**src/rtl/uart_irq_pkg.sv**
```systemverilog
// -----------------------------------------------------------------------------
// uart_irq_pkg
// Shared definitions for the UART interrupt controller:
//   - FSM state encoding
//   - interrupt ID constants (value reported on Int_ID)
//   - bit positions of each flag inside the 4-bit flag/enable/status vectors
//   - default hold-off length and a helper that clamps it to a legal value
// -----------------------------------------------------------------------------
package uart_irq_pkg;

  typedef enum logic [1:0] {
    ST_IDLE   = 2'd0,
    ST_ASSERT = 2'd1,
    ST_CLR    = 2'd2,
    ST_HOLD   = 2'd3
  } irq_state_e;

  // Interrupt source IDs; a higher ID means a higher priority.
  localparam logic [1:0] ID_TFE = 2'd0;
  localparam logic [1:0] ID_THE = 2'd1;
  localparam logic [1:0] ID_RDA = 2'd2;
  localparam logic [1:0] ID_RTO = 2'd3;

  // Bit positions in {RTO,RDA,THE,TFE}-ordered vectors (flags, IE, ISR).
  localparam int BIT_TFE = 0;
  localparam int BIT_THE = 1;
  localparam int BIT_RDA = 2;
  localparam int BIT_RTO = 3;

  localparam int HOLDOFF_DEFAULT = 4;

  // A hold-off of zero or less would leave no time for the flag block to
  // react to Clr_Int, so it is raised to one cycle.
  function automatic int holdoff_eff(input int h);
    return (h < 1) ? 1 : h;
  endfunction

endpackage

```
**src/rtl/uart_irq_prio.sv**
```systemverilog
// -----------------------------------------------------------------------------
// uart_irq_prio
// Combinational 4:2 fixed-priority encoder: RTO > RDA > THE > TFE.
// Ports:
//   req   in  4 : pending requests, {RTO,RDA,THE,TFE}
//   id    out 2 : ID of the highest-priority active request (ID_TFE if none)
//   valid out 1 : at least one request is active
// -----------------------------------------------------------------------------
module uart_irq_prio
  import uart_irq_pkg::*;
(
  input  logic [3:0] req,
  output logic [1:0] id,
  output logic       valid
);

  always_comb begin
    valid = |req;
    id    = ID_TFE;
    if (req[BIT_RTO])      id = ID_RTO;
    else if (req[BIT_RDA]) id = ID_RDA;
    else if (req[BIT_THE]) id = ID_THE;
    else                   id = ID_TFE;
  end

endmodule

```
**src/rtl/uart_irq_ctrl.sv**
```systemverilog
// -----------------------------------------------------------------------------
// uart_irq_ctrl
// UART interrupt controller. Masks the raw interrupt flags with the enable
// register, raises IRQ to the host, and on a status read snapshots the raw
// flags into ISR and sends a one-cycle Clr_Int pulse back to the flag block.
// After the clear, IRQ is held off for HOLDOFF cycles so the flag block has
// time to drop the flags it just cleared.
// Ports:
//   Clk     in  1 : rising-edge clock
//   Rst     in  1 : asynchronous active-high reset
//   iTFE/iTHE/iRDA/iRTO in 1 : raw interrupt flags
//   WE_IE   in  1 : enable-register write strobe
//   DI      in  4 : enable write data {RTO,RDA,THE,TFE}
//   Rd_ISR  in  1 : host read strobe of the status register
//   IE      out 4 : enable register
//   ISR     out 4 : status snapshot {RTO,RDA,THE,TFE}
//   Int_ID  out 2 : highest-priority pending source (held when none pending)
//   IRQ     out 1 : interrupt request (high only in ASSERT)
//   Clr_Int out 1 : one-cycle clear pulse to the flag block
// -----------------------------------------------------------------------------
module uart_irq_ctrl
  import uart_irq_pkg::*;
#(
  parameter int HOLDOFF = HOLDOFF_DEFAULT
) (
  input  logic       Clk,
  input  logic       Rst,
  input  logic       iTFE,
  input  logic       iTHE,
  input  logic       iRDA,
  input  logic       iRTO,
  input  logic       WE_IE,
  input  logic [3:0] DI,
  input  logic       Rd_ISR,
  output logic [3:0] IE,
  output logic [3:0] ISR,
  output logic [1:0] Int_ID,
  output logic       IRQ,
  output logic       Clr_Int
);

  localparam int HOLD_EFF = holdoff_eff(HOLDOFF);
  localparam int CNT_W    = $clog2(HOLD_EFF) + 1;
  localparam logic [CNT_W-1:0] CNT_LOAD = CNT_W'(HOLD_EFF - 1);

  irq_state_e       state_reg;
  logic [CNT_W-1:0] cnt_reg;
  logic [3:0]       flags;
  logic [3:0]       pending;
  logic [1:0]       prio_id;
  logic             prio_valid;

  always_comb begin
    flags          = '0;
    flags[BIT_TFE] = iTFE;
    flags[BIT_THE] = iTHE;
    flags[BIT_RDA] = iRDA;
    flags[BIT_RTO] = iRTO;
  end

  assign pending = flags & IE;

  uart_irq_prio u_prio (
    .req   (pending),
    .id    (prio_id),
    .valid (prio_valid)
  );

  // Enable register: writable in every state, takes effect next cycle.
  always_ff @(posedge Clk or posedge Rst) begin
    if (Rst) begin
      IE <= '0;
    end else if (WE_IE) begin
      IE <= DI;
    end
  end

  // Int_ID tracks the highest pending source and keeps its last value
  // while nothing is pending, so the host still sees the last cause.
  always_ff @(posedge Clk or posedge Rst) begin
    if (Rst) begin
      Int_ID <= ID_TFE;
    end else if (prio_valid) begin
      Int_ID <= prio_id;
    end
  end

  // Interrupt FSM with registered IRQ / Clr_Int / ISR and hold-off counter.
  always_ff @(posedge Clk or posedge Rst) begin
    if (Rst) begin
      state_reg <= ST_IDLE;
      cnt_reg   <= '0;
      ISR       <= '0;
      IRQ       <= 1'b0;
      Clr_Int   <= 1'b0;
    end else begin
      Clr_Int <= 1'b0;
      case (state_reg)
        ST_IDLE: begin
          if (prio_valid) begin
            state_reg <= ST_ASSERT;
            IRQ       <= 1'b1;
          end
        end
        ST_ASSERT: begin
          // A read wins over pending dropping in the same cycle. The
          // snapshot is of raw flags because the clear wipes every set flag,
          // masked or not, and the host must be able to see them all.
          if (Rd_ISR) begin
            ISR       <= flags;
            state_reg <= ST_CLR;
            IRQ       <= 1'b0;
            Clr_Int   <= 1'b1;
          end else if (!prio_valid) begin
            state_reg <= ST_IDLE;
            IRQ       <= 1'b0;
          end
        end
        ST_CLR: begin
          cnt_reg   <= CNT_LOAD;
          state_reg <= ST_HOLD;
          IRQ       <= 1'b0;
        end
        ST_HOLD: begin
          IRQ <= 1'b0;
          if (cnt_reg == '0) begin
            state_reg <= ST_IDLE;
          end else begin
            cnt_reg <= cnt_reg - 1'b1;
          end
        end
        default: begin
          state_reg <= ST_IDLE;
          IRQ       <= 1'b0;
        end
      endcase
    end
  end

endmodule

```
**config.mk**
```make
export PLATFORM = sky130hd
export DESIGN_NAME = uart_irq_ctrl
export DESIGN_NICKNAME = d
export VERILOG_FILES = /design/src/rtl/uart_irq_pkg.sv /design/src/rtl/uart_irq_prio.sv /design/src/rtl/uart_irq_ctrl.sv
export SDC_FILE = /design/constraint.sdc
export NUM_CORES = 1
export LEC_CHECK = 0
export ABC_AREA = 0
export CAP_MARGIN = 20
export CORE_MARGIN = 1.5
export CORE_UTILIZATION = 40
export DETAILED_ROUTE_END_ITERATION = 6
export HOLD_SLACK_MARGIN = 0.02
export PLACE_DENSITY = 0.75
export SLEW_MARGIN = 40
export SYNTH_ARGS = -nofsm -noshare
export SYNTH_HDL_FRONTEND = slang
export SYNTH_SLANG_ARGS = --single-unit
export TNS_END_PERCENT = 5
```
**constraint.sdc**
```tcl
create_clock -name Clk -period 1.43 [get_ports Clk]
set_clock_uncertainty 0.2 [all_clocks]
set_input_delay 0.286 -clock Clk [delete_from_list [all_inputs] [get_ports Clk]]
set_output_delay 0.286 -clock Clk [all_outputs]
set_load 0.05 [all_outputs]
```
==> impl_results.html, run 1 <==
<table>
<tr><th>Metric</th><th>Value</th></tr>
<tr><th colspan="2">Run status</th></tr>
<tr><td>Run status</td><td>complete, but fails checks</td></tr>
<tr><td>Violated checks</td><td>negative setup slack</td></tr>
<tr><th colspan="2">Synthesis</th></tr>
<tr><td>EDFF count, synth</td><td>0</td></tr>
<tr><td>Synthesized netlist cell count</td><td>60</td></tr>
<tr><td>Fraction of synthesized cell area taken by the top area cell type</td><td>0.541</td></tr>
<tr><td>Synth Flop Type</td><td>dfrtp_1</td></tr>
<tr><td>Portion of the post-synthesis area used by sequential elements</td><td>0.541</td></tr>
<tr><td>Warning count from the yosys run</td><td>0</td></tr>
<tr><td>Average footprint of a synthesized cell</td><td>13.1 um2</td></tr>
<tr><td>Number of storage elements in the synthesis netlist</td><td>17</td></tr>
<tr><td>Largest area contributor in the netlist</td><td>dfrtp_1</td></tr>
<tr><td>Ranking of synthesized cells by area</td><td>dfrtp_1, mux2_4, mux2_2</td></tr>
<tr><td>Count of different cell masters after synthesis</td><td>24</td></tr>
<tr><td>Fraction of registers with async set or reset after synthesis</td><td>1.00</td></tr>
<tr><td>Net Count, Synth</td><td>74</td></tr>
<tr><td>Post-synth design cell area</td><td>between 700 and 800 um2</td></tr>
<tr><th colspan="2">Route</th></tr>
<tr><td>DRT antenna net count</td><td>0</td></tr>
<tr><td>Violation count after the first detailed-route iteration</td><td>4</td></tr>
<tr><td>Routed vias</td><td>a little over 600</td></tr>
<tr><td>Pre-antenna DRT Iters</td><td>4</td></tr>
<tr><td># DRC</td><td>0</td></tr>
<tr><td>Final routed wirelength across all metal layers</td><td>1670 um</td></tr>
<tr><td>Final routed wire length divided by cell count</td><td>around 14 um</td></tr>
<tr><td>Vias/cell</td><td>5.00</td></tr>
<tr><th colspan="2">Setup path</th></tr>
<tr><td>Cell repeated most along the worst path</td><td>ha_4</td></tr>
<tr><td>Crit path DAT</td><td>between 1 and 1.5 ns</td></tr>
<tr><td>Critical register-to-register path endpoint</td><td>cnt_reg[0]</td></tr>
<tr><td>Reg-to-reg slack, setup</td><td>-0.03 ns</td></tr>
<tr><td>Critical path start-end classification</td><td>reg2reg</td></tr>
<tr><td>Maximum fanout encountered on the critical timing path</td><td>6</td></tr>
<tr><td>Chain of cells forming the critical path</td><td>inv_2 -&gt; ha_4 -&gt; ha_4 -&gt; nor2b_4 -&gt; mux2i_1 -&gt; o22a_2</td></tr>
<tr><td>Sort of element at the start of the critical path</td><td>flip-flop</td></tr>
<tr><td>Cell depth of the worst flop-to-flop path</td><td>6</td></tr>
<tr><td>Element type at the critical path end</td><td>flip-flop</td></tr>
<tr><td>Critical Path RT</td><td>between 1 and 1.5 ns</td></tr>
<tr><td>Slowest stage cell on the critical path</td><td>dfrtp_1</td></tr>
<tr><td>FF-to-FF Start</td><td>cnt_reg[0]</td></tr>
<tr><td>Delay of the slowest critical-path stage</td><td>0.38 ns</td></tr>
<tr><th colspan="2">Clocking</th></tr>
<tr><td>Sinks on Clock Net</td><td>17</td></tr>
<tr><td>Hold_buf cts</td><td>0</td></tr>
<tr><td>Clock slew at reported path FFs</td><td>0.09 ns</td></tr>
<tr><td>Num CTS Buffers</td><td>3</td></tr>
<tr><td>H-tree levels</td><td>1</td></tr>
<tr><td>Maximum number of buffers from clock root to sink</td><td>2</td></tr>
<tr><td>Clock tree from TritonCTS</td><td>built</td></tr>
<tr><td>Insertion delay of the later-clocked pin in the worst-skew pair</td><td>between 0.2 and 0.3 ns</td></tr>
<tr><td>CTS root buf</td><td>clkbuf_4</td></tr>
<tr><th colspan="2">Run</th></tr>
<tr><td>Max Cap Violations</td><td>0</td></tr>
<tr><th colspan="2">GRT</th></tr>
<tr><td>Number of antenna violations at the first check in global routing</td><td>0</td></tr>
<tr><td>Vias in the first global route</td><td>roughly 660</td></tr>
<tr><td>First-pass GRT wire length</td><td>approximately 2700 um</td></tr>
<tr><td>Overall routing resource usage</td><td>0.189</td></tr>
<tr><td>GRT Residual Overflow</td><td>0</td></tr>
<tr><td>Maximum number of pins on one net before global-route repair</td><td>18</td></tr>
<tr><th colspan="2">Final layout</th></tr>
<tr><td>Number of antenna repair diodes</td><td>0</td></tr>
<tr><td>Commonest cells after routing, fill and taps aside</td><td>dfrtp_1, buf_12, clkdlybuf4s50_1</td></tr>
<tr><td>Relative area change from synthesis to final layout</td><td>66.6%</td></tr>
<tr><td>Number of nets in the layout</td><td>around 110</td></tr>
<tr><td>Commonest non-fill, non-tap cell in the layout</td><td>dfrtp_1</td></tr>
<tr><td>Fraction of final layout cells with drive strength greater than 1</td><td>0.495</td></tr>
<tr><td>Design Area, Final</td><td>1310 um2</td></tr>
<tr><th colspan="2">Timing</th></tr>
<tr><td>Shortest period the worst path allows</td><td>~1.5 ns</td></tr>
<tr><td>Setup repair after global routing missed its margin</td><td>yes</td></tr>
<tr><td>Headroom to the max-slew limit</td><td>0.852</td></tr>
<tr><td>Endpoints failing hold</td><td>0</td></tr>
<tr><td>Timing-limited maximum frequency</td><td>0.685 GHz</td></tr>
<tr><td>Final Slew Violations</td><td>0</td></tr>
<tr><td>Least-Margin Pin Slew</td><td>roughly 0.22 ns</td></tr>
<tr><td>Hold Slack</td><td>around 0.1 ns</td></tr>
<tr><td>Setup slack of the critical path after layout</td><td>-0.0298 ns</td></tr>
<tr><td>Count of endpoints failing setup in the final report</td><td>4</td></tr>
<tr><td>Fraction of the cycle the final worst path needs</td><td>1.02</td></tr>
<tr><th colspan="2">Pwr</th></tr>
<tr><td>Total power divided by cell area</td><td>1830 nW/um2</td></tr>
<tr><td>Static leakage power</td><td>between 0.6 and 0.7 nW</td></tr>
<tr><td>Peak ir drop on the vdd network</td><td>around 1.2 mV</td></tr>
<tr><th colspan="2">Placed design</th></tr>
<tr><td>Detail Placement HPWL</td><td>about 1300 um</td></tr>
<tr><td>Port Buffer Count</td><td>23</td></tr>
<tr><td>Weighted congestion at the end of routability-driven global placement</td><td>0.755</td></tr>
<tr><td>Placed inst area</td><td>roughly 1200 um2</td></tr>
<tr><th colspan="2">Die</th></tr>
<tr><td>Die X-Extent</td><td>47.4 um</td></tr>
<tr><td>Top-level port count</td><td>24</td></tr>
<tr><td>Die H</td><td>47.4 um</td></tr>
<tr><td>Starting utilization of the core area</td><td>0.441</td></tr>
<tr><td>Area of the die</td><td>about 2200 um2</td></tr>
<tr><td>FP Rows</td><td>15</td></tr>
<tr><td>Placeable core region</td><td>about 1800 um2</td></tr>
<tr><th colspan="2">Worst hold path</th></tr>
<tr><td>Hold WC Path Type</td><td>in2async</td></tr>
</table>
==> synth_stat cells (all sizes together), types with 2 or more instances <==
| cell type | number |
|---|---|
| dfrtp | 17 |
| a22o | 3 |
| ha | 2 |
| nor2b | 2 |
| nor2 | 2 |
| mux2 | 8 |
| mux2i | 2 |
| a21oi | 4 |
| inv | 8 |
==> through the flow <==
stage	total power [mW]	setup slack [ns]	util	setup TNS [ns]	instances
after CTS	2.39	-0.0336	0.733	-0.131	122
after floorplan	1.47	-0.118	-	-0.217	60
after global placement	2.03	-0.207	0.698	-2.05	118
after detailed placement	2.07	-0.256	0.698	-2.39	118
final	2.40	-0.0298	0.735	-0.104	122
after global routing	2.53	-0.108	0.735	-0.383	122
==> layer usage <==
layer / track usage / wire length, um / vias to the layer above
met5: 0 / 0 / -
met4: 0.117 / 45 / 0
met3: 0.0538 / 98 / 4
met2: 0.319 / 859 / 21
met1: 0.209 / 670 / 295
li1: - / - / 290
==> power by group <==
| group | switching, mW | internal (mW) | total (mW) |
|---|---|---|---|
| clock | 0.142 | 0.109 | 0.251 |
| combinational | 0.618 | 0.738 | 1.36 |
| sequential | 0.160 | 0.630 | 0.789 |
==> how the worst max path moves through the flow <==
| stage | from | endpoint | slack (ns) | cells after the start |
|---|---|---|---|---|
| after detailed placement | iTFE | Int_ID[0] | -0.26 | 4 |
| final | cnt_reg[0] | cnt_reg[0] | -0.03 | 6 |
| after global placement | iTFE | IRQ | -0.21 | 4 |
| after floorplan | cnt_reg[0] | cnt_reg[0] | -0.12 | 6 |
| after global routing | cnt_reg[1] | cnt_reg[0] | -0.11 | 6 |
| after CTS | IE[0] | IE[0] | -0.03 | 2 |
==> worst max-delay path, delay by kind of cell (launching register included) <==
family | cells | cell delay [ns]
AO/OA/AOI/OAI | 1 | 0.18
flip-flops | 1 | 0.38
buffers and inverters | 1 | 0.06
adder cells (fa/ha/maj) | 2 | 0.35
AND/OR/NAND/NOR | 1 | 0.12
multiplexers | 1 | 0.08
==> cell type report <==
class                      instances  area [um2]
fill                             131         472
timing repair buffer              34         444
sequential                        17         430
multi-input combinational         34         349
tap                               25        31.3
inverter                           8        30.0
clock buffer                       4        26.3
==> kinds of logic after synthesis <==
logic type	Yosys count	share of synthesized area
DFF	17	0.541
AOI/OAI and AO/OA	16	0.151
muxes	10	0.159
buffers and inverters	9	0.0525
and+or+nand+nor	6	0.0652
adders and majority gates	2	0.0318
==> what timing repair did <==
action                     CTS  global route
setup buffers                0             0
pin swaps                    4             0
gates resized for setup      9             1
hold endpoints to repair     0             0
setup endpoints to repair    7             6
No activity file was read; power rests on OpenSTA's default activity.
==> run 2, diff against run 1 <==
--- a/config.mk
+++ b/config.mk
@@ -8,10 +8,10 @@
 export ABC_AREA = 0
 export CAP_MARGIN = 20
 export CORE_MARGIN = 1.5
-export CORE_UTILIZATION = 40
+export CORE_UTILIZATION = 48
 export DETAILED_ROUTE_END_ITERATION = 6
 export HOLD_SLACK_MARGIN = 0.02
-export PLACE_DENSITY = 0.75
+export PLACE_DENSITY = 0.84
 export SLEW_MARGIN = 40
 export SYNTH_ARGS = -nofsm -noshare
 export SYNTH_HDL_FRONTEND = slang
==> constraint.sdc (replaced) <==
create_clock -name Clk -period 1.8 [get_ports Clk]
set_clock_uncertainty 0.2 [all_clocks]
set_input_delay 0.36 -clock Clk [delete_from_list [all_inputs] [get_ports Clk]]
set_output_delay 0.36 -clock Clk [all_outputs]
set_load 0.05 [all_outputs]
==> impl_results.html, run 2 (same netlist as run 1, synthesis figures left out) <==
<table>
<tr><th>Metric</th><th>Value</th></tr>
<tr><th colspan="2">Run status</th></tr>
<tr><td>Run status</td><td>complete, no violations (was complete, but fails checks)</td></tr>
<tr><th colspan="2">Clocking</th></tr>
<tr><td>Number of resized instances in the post-cts repair step</td><td>0 (was 9)</td></tr>
<tr><td>Maximum number of buffers from clock root to sink</td><td>2 (unchanged)</td></tr>
<tr><td>Clock slew at reported path FFs</td><td>0.10 ns (was 0.09 ns)</td></tr>
<tr><td>Sinks on Clock Net</td><td>17 (unchanged)</td></tr>
<tr><td>Insertion delay of the later-clocked pin in the worst-skew pair</td><td>0.29 ns (about the same)</td></tr>
<tr><td>Post-CTS setup buffer count</td><td>0 (unchanged)</td></tr>
<tr><td>Clock tree from TritonCTS</td><td>built (unchanged)</td></tr>
<tr><td>CTS root buf</td><td>clkbuf_4 (unchanged)</td></tr>
<tr><td>Num CTS Buffers</td><td>3 (unchanged)</td></tr>
<tr><td>Hold_buf cts</td><td>0 (unchanged)</td></tr>
<tr><td>H-tree levels</td><td>1 (unchanged)</td></tr>
<tr><th colspan="2">Timing</th></tr>
<tr><td>Setup tns final</td><td>0 ns (was -0.104 ns)</td></tr>
<tr><td>Count of endpoints failing setup in the final report</td><td>0 (was 4)</td></tr>
<tr><td>Final Slew Violations</td><td>0 (unchanged)</td></tr>
<tr><td>Headroom to the max-slew limit</td><td>0.774 (was 0.852)</td></tr>
<tr><td>Hold Slack</td><td>0.172 ns (was 0.102 ns)</td></tr>
<tr><td>Shortest period the worst path allows</td><td>1.67 ns (was 1.46 ns)</td></tr>
<tr><td>Timing-limited maximum frequency</td><td>0.600 GHz (was 0.685 GHz)</td></tr>
<tr><td>Least-Margin Pin Slew</td><td>0.339 ns (was 0.222 ns)</td></tr>
<tr><td>Setup repair after global routing missed its margin</td><td>no (was yes)</td></tr>
<tr><td>Fraction of the cycle the final worst path needs</td><td>0.925 (was 1.02)</td></tr>
<tr><td>Endpoints failing hold</td><td>0 (unchanged)</td></tr>
<tr><td>Setup slack of the critical path after layout</td><td>0.134 ns (was -0.0298 ns)</td></tr>
<tr><th colspan="2">Die</th></tr>
<tr><td>FP Rows</td><td>14 (was 15)</td></tr>
<tr><td>Starting utilization of the core area</td><td>0.516 (was 0.441)</td></tr>
<tr><td>Top-level port count</td><td>24 (unchanged)</td></tr>
<tr><td>Area of the die</td><td>1890 um2 (was 2240 um2)</td></tr>
<tr><td>Die H</td><td>43.5 um (was 47.4 um)</td></tr>
<tr><td>Placeable core region</td><td>1520 um2 (was 1780 um2)</td></tr>
<tr><td>Die X-Extent</td><td>43.5 um (was 47.4 um)</td></tr>
<tr><th colspan="2">Placed design</th></tr>
<tr><td>Weighted congestion at the end of routability-driven global placement</td><td>0.744 (was 0.755)</td></tr>
<tr><td>Post-Place Worst Slack</td><td>0.0194 ns (was -0.256 ns)</td></tr>
<tr><td>Detail Placement HPWL</td><td>1230 um (was 1250 um)</td></tr>
<tr><td>Port Buffer Count</td><td>23 (unchanged)</td></tr>
<tr><td>Placed inst area</td><td>1140 um2 (was 1240 um2)</td></tr>
<tr><th colspan="2">GRT</th></tr>
<tr><td>First-pass GRT wire length</td><td>2830 um (was 2740 um)</td></tr>
<tr><td>Vias in the first global route</td><td>604 (was 663)</td></tr>
<tr><td>Number of antenna violations at the first check in global routing</td><td>0 (unchanged)</td></tr>
<tr><td>Overall routing resource usage</td><td>0.206 (was 0.189)</td></tr>
<tr><td>GRT Residual Overflow</td><td>0 (unchanged)</td></tr>
<tr><td>Maximum number of pins on one net before global-route repair</td><td>18 (unchanged)</td></tr>
<tr><th colspan="2">Pwr</th></tr>
<tr><td>Peak ir drop on the vdd network</td><td>1.05 mV (was 1.17 mV)</td></tr>
<tr><td>Static leakage power</td><td>0.576 nW (was 0.623 nW)</td></tr>
<tr><td>Total power divided by cell area</td><td>1520 nW/um2 (was 1830 nW/um2)</td></tr>
<tr><th colspan="2">Final layout</th></tr>
<tr><td>Fraction of final layout cells with drive strength greater than 1</td><td>0.333 (was 0.495)</td></tr>
<tr><td>Utilization after layout</td><td>0.766 (was 0.735)</td></tr>
<tr><td>Relative area change from synthesis to final layout</td><td>48.3% (was 66.6%)</td></tr>
<tr><td>Design Area, Final</td><td>1170 um2 (was 1310 um2)</td></tr>
<tr><td>Filler cell count</td><td>100 (was 131)</td></tr>
<tr><td>Number of antenna repair diodes</td><td>0 (unchanged)</td></tr>
<tr><td>Area taken by flip-flops and latches</td><td>425 um2 (was 430 um2)</td></tr>
<tr><td>Footprint of the multi-input gates</td><td>320 um2 (was 349 um2)</td></tr>
<tr><td>Commonest non-fill, non-tap cell in the layout</td><td>dfrtp_1 (unchanged)</td></tr>
<tr><td>Number of nets in the layout</td><td>102 (was 112)</td></tr>
<tr><td>Commonest cells after routing, fill and taps aside</td><td>dfrtp_1, clkdlybuf4s50_1, buf_12 (was dfrtp_1, buf_12, clkdlybuf4s50_1)</td></tr>
<tr><th colspan="2">Route</th></tr>
<tr><td>Vias/cell</td><td>5.30 (was 5.00)</td></tr>
<tr><td>Final routed wire length divided by cell count</td><td>15.3 um (was 13.7 um)</td></tr>
<tr><td>Routed vias</td><td>546 (was 610)</td></tr>
<tr><td># DRC</td><td>0 (unchanged)</td></tr>
<tr><td>Pre-antenna DRT Iters</td><td>4 (unchanged)</td></tr>
<tr><td>DRT antenna net count</td><td>0 (unchanged)</td></tr>
<tr><td>Final routed wirelength across all metal layers</td><td>1580 um (was 1670 um)</td></tr>
<tr><td>Violation count after the first detailed-route iteration</td><td>6 (was 4)</td></tr>
<tr><th colspan="2">Setup path</th></tr>
<tr><td>Chain of cells forming the critical path</td><td>inv_1 -&gt; ha_1 -&gt; ha_1 -&gt; nor2b_4 -&gt; mux2i_1 -&gt; o22a_2 (was inv_2 -&gt; ha_4 -&gt; ha_4 -&gt; nor2b_4 -&gt; mux2i_1 -&gt; o22a_2)</td></tr>
<tr><td>Critical Path RT</td><td>1.79 ns (was 1.42 ns)</td></tr>
<tr><td>Cell repeated most along the worst path</td><td>ha_1 (was ha_4)</td></tr>
<tr><td>Crit path DAT</td><td>1.66 ns (was 1.45 ns)</td></tr>
<tr><td>Delay of the slowest critical-path stage</td><td>0.39 ns (was 0.38 ns)</td></tr>
<tr><td>Sort of element at the start of the critical path</td><td>flip-flop (unchanged)</td></tr>
<tr><td>Critical path start-end classification</td><td>reg2reg (unchanged)</td></tr>
<tr><td>Maximum fanout encountered on the critical timing path</td><td>6 (unchanged)</td></tr>
<tr><td>Slowest stage cell on the critical path</td><td>dfrtp_1 (unchanged)</td></tr>
<tr><td>Kind of cell with the highest combined delay on the critical path</td><td>adder cells (was flip-flops)</td></tr>
<tr><td>Element type at the critical path end</td><td>flip-flop (unchanged)</td></tr>
<tr><td>Worst Path Buf+Inv</td><td>1 (unchanged)</td></tr>
<tr><th colspan="2">Run</th></tr>
<tr><td>Max Cap Violations</td><td>0 (unchanged)</td></tr>
<tr><th colspan="2">Worst hold path</th></tr>
<tr><td>Hold WC Path Type</td><td>in2async (unchanged)</td></tr>
</table>
run 2: cell type report:
cell class,count,share of cell area
Timing Repair Buffer,24,0.296
Multi-Input combinational cell,34,0.274
Inverter,8,0.0257
Tap cell,16,0.0171
Sequential cell,17,0.364
Clock buffer,4,0.0225
run 2: path summary, 6_finish.rpt:
path | cells after the start | start | slack [ns] | endpoint
worst max-delay path | 6 | cnt_reg[0] | 0.13 | cnt_reg[0]
worst min-delay path | 3 | Rst | 0.17 | IE[0]
worst max register to register | 6 | cnt_reg[0] | 0.13 | cnt_reg[0]
worst min register to register | 2 | cnt_reg[1] | 0.34 | cnt_reg[1]
max in group asynchronous | 3 | Rst | 1.04 | Int_ID[1]
min in group Clk | 2 | cnt_reg[1] | 0.34 | cnt_reg[1]
run 2: metal layers:
layer,wire length [um],share of wire,up-vias,global-route usage
met2,744,0.47,23,0.313
met4,32,0.020,0,0.0909
met1,691,0.44,252,0.274
met5,0,0,-,0
li1,-,-,266,-
met3,112,0.071,5,0.0625
run 2: tightest hold or removal path: stages:
cell and delay (ns):
clkdlybuf4s50_1 0.39, inv_1 0.05, buf_4 0.24
run 2: through the flow:
step                cells  power (mW)
floorplan              60        1.17
global placement       99        1.55
detailed placement     99        1.58
CTS                   103        1.79
global route          103        1.87
finish                103        1.77
run 2: power breakdown:
part | switching, mW | total (mW) | internal, mW
Combinational | 0.437 | 0.929 | 0.492
Clock | 0.120 | 0.207 | 0.0864
Sequential | 0.139 | 0.637 | 0.498
==> run 3, diff against run 2 <==
--- a/config.mk
+++ b/config.mk
@@ -6,8 +6,7 @@
 export NUM_CORES = 1
 export LEC_CHECK = 0
 export ABC_AREA = 0
-export CAP_MARGIN = 20
-export CORE_MARGIN = 1.5
+export CORE_MARGIN = 4
 export CORE_UTILIZATION = 48
 export DETAILED_ROUTE_END_ITERATION = 6
 export HOLD_SLACK_MARGIN = 0.02
==> impl_results.html, run 3 (same netlist as run 1, synthesis figures left out) <==
<table>
<tr><th>Metric</th><th>Value</th></tr>
<tr><th colspan="2">Clocking</th></tr>
<tr><td>Hold_buf cts</td><td>0 (unchanged)</td></tr>
<tr><td>Post-CTS setup buffer count</td><td>0 (unchanged)</td></tr>
<tr><td>CTS root buf</td><td>clkbuf_4 (unchanged)</td></tr>
<tr><td>Clock tree from TritonCTS</td><td>built (unchanged)</td></tr>
<tr><td>Num CTS Buffers</td><td>3 (unchanged)</td></tr>
<tr><td>Insertion delay of the later-clocked pin in the worst-skew pair</td><td>0.30 ns (was 0.29 ns)</td></tr>
<tr><td>Maximum number of buffers from clock root to sink</td><td>2 (unchanged)</td></tr>
<tr><td>Number of resized instances in the post-cts repair step</td><td>0 (unchanged)</td></tr>
<tr><td>Sinks on Clock Net</td><td>17 (unchanged)</td></tr>
<tr><td>Clock slew at reported path FFs</td><td>0.11 ns (was 0.10 ns)</td></tr>
<tr><td>H-tree levels</td><td>1 (unchanged)</td></tr>
<tr><th colspan="2">GRT</th></tr>
<tr><td>Number of antenna violations at the first check in global routing</td><td>0 (unchanged)</td></tr>
<tr><td>GRT Residual Overflow</td><td>0 (unchanged)</td></tr>
<tr><td>Maximum number of pins on one net before global-route repair</td><td>18 (unchanged)</td></tr>
<tr><td>Overall routing resource usage</td><td>0.151 (was 0.206)</td></tr>
<tr><td>First-pass GRT wire length</td><td>2760 um (was 2830 um)</td></tr>
<tr><td>Met2 Resource Use GR</td><td>0.239 (was 0.313)</td></tr>
<tr><td>Global routing's busiest layer</td><td>met2 (unchanged)</td></tr>
<tr><td>Global routing met3 resource utilization</td><td>0.0798 (was 0.0625)</td></tr>
<tr><td>Vias in the first global route</td><td>628 (was 604)</td></tr>
<tr><td>Met1 GRT Util</td><td>0.168 (was 0.274)</td></tr>
<tr><th colspan="2">Route</th></tr>
<tr><td>Vias/cell</td><td>5.36 (was 5.30)</td></tr>
<tr><td>Final routed wire length divided by cell count</td><td>15.7 um (was 15.3 um)</td></tr>
<tr><td>Pre-antenna DRT Iters</td><td>2 (was 4)</td></tr>
<tr><td># DRC</td><td>0 (unchanged)</td></tr>
<tr><td>Final routed wirelength across all metal layers</td><td>1640 um (was 1580 um)</td></tr>
<tr><td>Violation count after the first detailed-route iteration</td><td>6 (unchanged)</td></tr>
<tr><td>DRT antenna net count</td><td>0 (unchanged)</td></tr>
<tr><td>Routed vias</td><td>557 (was 546)</td></tr>
<tr><th colspan="2">Pwr</th></tr>
<tr><td>Total power divided by cell area</td><td>1510 nW/um2 (was 1520 nW/um2)</td></tr>
<tr><td>Power consumption</td><td>1.77 mW (about the same)</td></tr>
<tr><td>Peak ir drop on the vdd network</td><td>0.787 mV (was 1.05 mV)</td></tr>
<tr><td>Static leakage power</td><td>0.584 nW (was 0.576 nW)</td></tr>
<tr><th colspan="2">Run status</th></tr>
<tr><td>Run status</td><td>complete, no violations (unchanged)</td></tr>
<tr><th colspan="2">Final layout</th></tr>
<tr><td>Count of placed standard cells in the final layout, fillers left out</td><td>104 (was 103)</td></tr>
<tr><td>Fraction of final layout cells with drive strength greater than 1</td><td>0.352 (was 0.333)</td></tr>
<tr><td>Utilization after layout</td><td>0.772 (was 0.766)</td></tr>
<tr><td>Footprint of the multi-input gates</td><td>320 um2 (unchanged)</td></tr>
<tr><td>Design Area, Final</td><td>1180 um2 (was 1170 um2)</td></tr>
<tr><td>Number of nets in the layout</td><td>103 (was 102)</td></tr>
<tr><td>Relative area change from synthesis to final layout</td><td>49.4% (was 48.3%)</td></tr>
<tr><td>Commonest non-fill, non-tap cell in the layout</td><td>dfrtp_1 (unchanged)</td></tr>
<tr><td>Number of antenna repair diodes</td><td>0 (unchanged)</td></tr>
<tr><td>Commonest cells after routing, fill and taps aside</td><td>dfrtp_1, clkdlybuf4s50_1, buf_12 (unchanged)</td></tr>
<tr><td>Filler cell count</td><td>94 (was 100)</td></tr>
<tr><td>Area taken by flip-flops and latches</td><td>425 um2 (unchanged)</td></tr>
<tr><th colspan="2">Setup path</th></tr>
<tr><td>Setup crit start</td><td>cnt_reg[0] (unchanged)</td></tr>
<tr><td>Sort of element at the start of the critical path</td><td>flip-flop (unchanged)</td></tr>
<tr><td>Element type at the critical path end</td><td>flip-flop (unchanged)</td></tr>
<tr><td>Critical path start-end classification</td><td>reg2reg (unchanged)</td></tr>
<tr><td>Reg-to-reg slack, setup</td><td>0.13 ns (about the same)</td></tr>
<tr><td>Delay of the slowest critical-path stage</td><td>0.40 ns (was 0.39 ns)</td></tr>
<tr><td>Slowest stage cell on the critical path</td><td>dfrtp_1 (unchanged)</td></tr>
<tr><td>Critical register-to-register path endpoint</td><td>cnt_reg[0] (unchanged)</td></tr>
<tr><td>Crit path DAT</td><td>1.68 ns (was 1.66 ns)</td></tr>
<tr><td>Critical Path RT</td><td>1.80 ns (was 1.79 ns)</td></tr>
<tr><td>Cell depth of the worst flop-to-flop path</td><td>6 (unchanged)</td></tr>
<tr><td>FF-to-FF Start</td><td>cnt_reg[0] (unchanged)</td></tr>
<tr><td>Kind of cell with the highest combined delay on the critical path</td><td>adder cells (unchanged)</td></tr>
<tr><td>Worst Path Buf+Inv</td><td>1 (unchanged)</td></tr>
<tr><td>Cell repeated most along the worst path</td><td>ha_1 (unchanged)</td></tr>
<tr><td>Maximum fanout encountered on the critical timing path</td><td>6 (unchanged)</td></tr>
<tr><td>Chain of cells forming the critical path</td><td>inv_1 -&gt; ha_1 -&gt; ha_1 -&gt; nor2b_4 -&gt; mux2i_1 -&gt; o22a_2 (unchanged)</td></tr>
<tr><th colspan="2">Die</th></tr>
<tr><td>Area of the die</td><td>2350 um2 (was 1890 um2)</td></tr>
<tr><td>Starting utilization of the core area</td><td>0.516 (unchanged)</td></tr>
<tr><td>Top-level port count</td><td>24 (unchanged)</td></tr>
<tr><td>Placeable core region</td><td>1520 um2 (unchanged)</td></tr>
<tr><td>FP Rows</td><td>14 (unchanged)</td></tr>
<tr><td>Die H</td><td>48.5 um (was 43.5 um)</td></tr>
<tr><td>Die X-Extent</td><td>48.5 um (was 43.5 um)</td></tr>
<tr><th colspan="2">Timing</th></tr>
<tr><td>Endpoints failing hold</td><td>0 (unchanged)</td></tr>
<tr><td>Count of endpoints failing setup in the final report</td><td>0 (unchanged)</td></tr>
<tr><td>Shortest period the worst path allows</td><td>1.67 ns (about the same)</td></tr>
<tr><td>Fraction of the cycle the final worst path needs</td><td>0.930 (was 0.925)</td></tr>
<tr><td>Headroom to the max-slew limit</td><td>0.764 (was 0.774)</td></tr>
<tr><td>Timing-limited maximum frequency</td><td>0.597 GHz (was 0.600 GHz)</td></tr>
<tr><td>Least-Margin Pin Slew</td><td>0.353 ns (was 0.339 ns)</td></tr>
<tr><td>Setup repair after global routing missed its margin</td><td>no (unchanged)</td></tr>
<tr><td>Final Slew Violations</td><td>0 (unchanged)</td></tr>
<tr><td>Setup tns final</td><td>0 ns (unchanged)</td></tr>
<tr><th colspan="2">Run</th></tr>
<tr><td>Max Cap Violations</td><td>0 (unchanged)</td></tr>
<tr><th colspan="2">Placed design</th></tr>
<tr><td>Post-placement cell count</td><td>100 (was 99)</td></tr>
<tr><td>Port Buffer Count</td><td>23 (unchanged)</td></tr>
<tr><td>Detail Placement HPWL</td><td>1290 um (was 1230 um)</td></tr>
<tr><td>Placed inst area</td><td>1150 um2 (was 1140 um2)</td></tr>
<tr><td>Weighted congestion at the end of routability-driven global placement</td><td>0.750 (was 0.744)</td></tr>
<tr><th colspan="2">Worst hold path</th></tr>
<tr><td>Hold WC Path Type</td><td>in2async (unchanged)</td></tr>
</table>
## run 3: cell count changes in the layout (fill, tap and decap cells not counted)
cell	previous run	this run
buf_4	2	3
clkinv_2	0	1
clkbuf_1	1	0
## run 3: worst reg2reg max path, delay by kind of cell, from the launching register on
| kind | cells | cell delay (ns) |
|---|---|---|
| AO/OA/AOI/OAI | 1 | 0.21 |
| adder cells (fa/ha/maj) | 2 | 0.47 |
| buffers and inverters | 1 | 0.05 |
| flip-flops | 1 | 0.40 |
| multiplexers | 1 | 0.08 |
| AND/OR/NAND/NOR | 1 | 0.17 |
## run 3: power breakdown
part           total, mW  internal (mW)  switching [mW]
clock network      0.207         0.0827           0.124
registers          0.630          0.498           0.132
logic              0.935          0.493           0.442
## run 3: worst max-delay path by stage
stage	cells past startpoint	slack, ns	endpoint
2_1_floorplan	3	0.24	Int_ID[0]
3_3_place_gp	4	0.05	Int_ID[0]
3_5_place_dp	4	0.01	IRQ
4_1_cts	6	0.11	cnt_reg[0]
5_1_grt	6	0.05	cnt_reg[0]
6_report	6	0.13	cnt_reg[0]
## run 3: layout make-up
cell class                 instances  share of cell area
inverter                           8              0.0255
clock inverter                     1             0.00426
timing repair buffer              25               0.300
multi-input combinational         34               0.272
clock buffer                       3              0.0191
tap                               16              0.0170
sequential                        17               0.362
## run 3: layer usage
layer / wire, um / part of all wire
met5: 0 / 0
met4: 39 / 0.024
met3: 143 / 0.087
met2: 821 / 0.50
met1: 632 / 0.39
## run 3: per-stage QoR
| step | hold slack (ns) | setup WS (ns) |
|---|---|---|
| 2_1_floorplan | 0.0861 | 0.238 |
| 3_3_place_gp | 0.305 | 0.0513 |
| 3_5_place_dp | 0.325 | 0.0148 |
| 4_1_cts | 0.172 | 0.110 |
| 5_1_grt | 0.177 | 0.0498 |
| 6_report | 0.156 | 0.126 |
